===== src/rtl/demux_8_16.sv =====
// demux_8_16 -- registered 1-to-8 demultiplexer for 16-bit words.
// One producer stream (in_valid/in_ready, in_data, in_sel) is steered into
// eight single-entry output channels, each with its own valid/ready pair.
// Configuration macro: DEMUX_HOLD_EN
//   defined   : y_k shows the channel register directly (holds last word).
//   undefined : y_k reads 16'h0000 whenever channel k is empty.
module demux_8_16 (
   input  logic        clk,
   input  logic        rst_n,
   input  logic        in_valid,
   output logic        in_ready,
   input  logic [15:0] in_data,
   input  logic [2:0]  in_sel,
   output logic [15:0] y0,
   output logic [15:0] y1,
   output logic [15:0] y2,
   output logic [15:0] y3,
   output logic [15:0] y4,
   output logic [15:0] y5,
   output logic [15:0] y6,
   output logic [15:0] y7,
   output logic [7:0]  out_valid,
   input  logic [7:0]  out_ready,
   output logic        busy
);

   logic [7:0]  full_reg;
   logic [15:0] y_arr [8];
   logic        acc;

   // A channel can take a word when it is empty or is being drained this
   // cycle; only the selected channel matters, in_valid is not involved.
   assign in_ready = ~full_reg[in_sel] | out_ready[in_sel];
   assign acc      = in_valid & in_ready;

   assign out_valid = full_reg;
   assign busy      = |full_reg;

   generate
      for (genvar gi = 0; gi < 8; gi++) begin : g_chan
         logic [15:0] data_reg;
         logic        full_q;
         logic        load;
         logic        drain;

         assign load  = acc & (in_sel == 3'(gi));
         assign drain = full_q & out_ready[gi];

         // Channel register: refill wins over drain so a simultaneous
         // drain+refill keeps the flag set with no bubble.
         always_ff @(posedge clk or negedge rst_n) begin
            if (!rst_n) begin
               data_reg <= 16'h0000;
               full_q   <= 1'b0;
            end else if (load) begin
               data_reg <= in_data;
               full_q   <= 1'b1;
            end else if (drain) begin
               full_q   <= 1'b0;
            end
         end

         assign full_reg[gi] = full_q;

`ifdef DEMUX_HOLD_EN
         assign y_arr[gi] = data_reg;
`else
         // Mask on the output only; the register keeps its contents.
         assign y_arr[gi] = full_q ? data_reg : 16'h0000;
`endif
      end
   endgenerate

   assign y0 = y_arr[0];
   assign y1 = y_arr[1];
   assign y2 = y_arr[2];
   assign y3 = y_arr[3];
   assign y4 = y_arr[4];
   assign y5 = y_arr[5];
   assign y6 = y_arr[6];
   assign y7 = y_arr[7];

endmodule


===== config.mk =====
export PLATFORM = sky130hd
export DESIGN_NAME = demux_8_16
export DESIGN_NICKNAME = d
export VERILOG_FILES = /design/src/rtl/demux_8_16.sv
export SDC_FILE = /design/constraint.sdc
export NUM_CORES = 1
export LEC_CHECK = 0
export BUFFER_PORTS_ARGS = -buffer_cell sky130_fd_sc_hd__buf_2
export CORE_MARGIN = 1.5
export CORE_UTILIZATION = 45
export DETAILED_ROUTE_END_ITERATION = 10
export GPL_TIMING_DRIVEN = 0
export PLACE_DENSITY_LB_ADDON = 0.15
export SETUP_SLACK_MARGIN = 0.15
export SLEW_MARGIN = 25
export SYNTH_ARGS = -nofsm -noshare
export SYNTH_HDL_FRONTEND = slang
export SYNTH_SLANG_ARGS = --single-unit
export TNS_END_PERCENT = 10

===== constraint.sdc =====
create_clock -name clk -period 4.9 [get_ports clk]
set_input_delay 1.47 -clock clk [delete_from_list [all_inputs] [get_ports clk]]
set_output_delay 1.47 -clock clk [all_outputs]
set_load 0.02 [all_outputs]

==> summary.md <==
| Metric | Value |
|---|---|
| Total gr overflow | 0 |
| Nets@finish | 670 |
| Site Rows | 42 |
| Post-synthesis sequential area ratio | 0.545 |
| Full die area | 14600 sq um |
| Num CTS Buffers | 17 |
| Final WS setup | 0.679 ns |
| Layout cells sized above 1 | 0.540 |
| Clock Skew | roughly 0.0049 ns |
| Worst-path maximum fanout | 3 |
| Cells after Synth | 455 |
| Resize count post-CTS | 0 |
| Pre-CTS setup slack | 0.670 ns |
| Synth async-reset ratio | 1.00 |
| Drc violations | 0 |
| Post-layout util | 0.588 |
| Setup violations, final | 0 |
| Post-route cell area | ~7900 sq um |
| R2r worst-path depth | 4 |
| Clock Path Buffers | 2 |
| DR vias | 4065 |
| Leakage | between 3 and 4 nW |
| Starting DRT DRC Count | 123 |
| Core box area | 13400 sq um |
| CP Launch Type | input pin |
| Hpwl dp | 10.5 mm |
| Hold crit path type | flop to flop |
| I/O Buffers | 165 |
| Vias in the first global route | 4286 |
| Hold-fix buffers at CTS | 0 |
| Peak supply drop | 0.000248 V |
| Worst slew margin relative to its limit | 0.561 |
| Cell variety after synth | 24 |
| Antenna cell count | 0 |
| Routed WL per cell | between 15 and 20 um |
| Setup Crit Path Kind | input pin to output port |
| Num ports | 168 |
| Min-delay src | g_chan[7].data_reg[3]$_DFFE_PN0P_ |
| Worst Path Arrival | roughly 2.8 ns |
| Max-Cap Viols | 0 |
| Warnings from Yosys | 0 |
| Reg2reg start | g_chan[6].full_q$_DFFE_PN0P_ |
| Initial antenna violation count | 0 |
| Non-filler instance count after layout | 828 |
| First-pass GRT wire length | 22.9 mm |
| Number of fillers in the final layout | 1118 |
| Run status | finished, final reports clean |
| Final min period | 4.22 ns |
| RSZ-0062 raised after global routing | no |
| Fin crit share | 0.862 |
| Worst Tran Pin Value | 0.655 ns |
| Htree depth | 4 |
| Post-synth EDFFs | 0 |
| Clock Sinks | 136 |
| Setup TNS | 0 ns |
| Placed cell count | roughly 800 |
| Postcts setup bufs | 0 |
| Largest net degree at the start of global routing | just over 80 |
| Max Freq | 237 MHz |
| Worst Hold Path Cells | 1 |
| Syn_nets | 485 |
| Antenna Nets Post-Route | 0 |
| CTS tree | yes |
| Mapped cell area | ~6200 sq um |
| TritonRoute pass-1 iters | 4 |
| Pwr Density | between 400 and 500 nW/um^2 |
| Worst path required time | 3.43 ns |
| Prevailing post-synth register cell | dfrtp_1 |
| Clk root buf | clkbuf_16 |
| DRT Wirelength | 14.5 mm |
| Starting Density | 0.466 |
| Area Overhead vs Synth | 26.0% |
| Vias per cell | approximately 4.9 |
| Die W | about 120 um |
| Cell Area, Placed | 7330 sq um |
| Fin. Hold Viols | 0 |
| Gr usage total | 0.208 |
| Final Slew Violations | 0 |
| R2r setup slk | 2.89 ns |
| Die Y | 121 um |
| Synth Register Bits | around 140 |
| Clk Latency, worst-skew pair | 0.41 ns |
| Worst setup EP type | output port |
| Reg-to-reg endpoint | g_chan[6].data_reg[13]$_DFFE_PN0P_ |
| GP Congestion | 0.765 |
| Synth Area per Inst | 13.7 sq um |
| CP startpoint | out_ready[2] |
| Max reg flops | 128 |
| Clk pin slew, worst setup/hold paths | 0.05 ns |
| Worst hold path endpoint | g_chan[7].data_reg[3]$_DFFE_PN0P_ |
==> power breakdown <==
| group | total [mW] | switching (mW) | internal [mW] |
|---|---|---|---|
| clock | 1.16 | 0.438 | 0.724 |
| combinational | 0.537 | 0.246 | 0.291 |
| sequential | 1.49 | 0.119 | 1.37 |
| total | 3.18 | 0.803 | 2.38 |
==> layout make-up <==
| cell class | instances | area [sq um] | share of cell area |
|---|---|---|---|
| buffer | 26 | 178 | 0.0226 |
| sequential | 136 | 3400 | 0.432 |
| clock inverter | 2 | 10.0 | 0.00127 |
| clock buffer | 29 | 531 | 0.0674 |
| timing repair buffer | 166 | 863 | 0.110 |
| multi-input combinational | 293 | 2670 | 0.339 |
| tap | 176 | 220 | 0.0280 |
==> metrics by stage <==
step | power (mW) | hold WS [ns]
floorplan | 1.85 | 0.471
global route | 3.34 | 0.506
finish | 3.18 | 0.496
global placement | 2.01 | 0.479
detailed placement | 2.05 | 0.486
CTS | 3.22 | 0.498
==> cell usage after synthesis (4+ instances only) <==
master | instances | area share
nand2_1 | 6 | 0.0036
clkbuf_1 | 8 | 0.0048
buf_2 | 4 | 0.0032
dfrtp_1 | 136 | 0.54
and2_1 | 128 | 0.13
nand2b_1 | 9 | 0.0090
mux2_2 | 111 | 0.20
buf_4 | 10 | 0.012
mux2_4 | 18 | 0.043
==> logic make-up (layout without fill, tap and decap cells) <==
kind of cell	count (synthesis)	count (layout)	synth area share
AOI/OAI and AO/OA	2	2	0.00160
DFF	136	136	0.545
muxes	131	131	0.252
buffers and inverters	26	223	0.0284
and+or+nand+nor	160	160	0.174
==> worst max path at each step <==
stage,endpoint,slack (ns),cells past startpoint
5_1_grt,in_ready,0.63,5
4_1_cts,in_ready,0.67,5
6_report,in_ready,0.68,5
2_1_floorplan,in_ready,0.99,3
3_5_place_dp,in_ready,0.67,5
3_3_place_gp,g_chan[5].data_reg[13]$_DFFE_PN0P_,0.56,1
==> worst max-delay path: stages <==
cell and delay (ns):
buf_2 0.09, nand2b_1 0.18, mux4_1 0.54, mux2_2 0.30, buf_2 0.16
==> metal layers <==
layer / GRT usage / part of all wire / vias to the layer above
li1: - / - / 1892
met1: 0.260 / 0.44 / 2030
met2: 0.342 / 0.48 / 125
met3: 0.0644 / 0.064 / 18
met4: 0.0750 / 0.014 / 0
met5: 0 / 0 / -
==> placed cells by master, fill, tap and decap left out, types with 3 or more instances in the layout <==
cell       netlist  routed
clkbuf_16        0      17
nand2b_1         9       9
buf_8            2       3
clkbuf_1         8      14
and2_1         128     128
buf_4           10      10
nand2_1          6       6
clkbuf_8         0       6
dfrtp_1        136     136
buf_2            4     168
mux2_4          18      18
mux2_2         111     111
(Power assumes the default switching activity.)
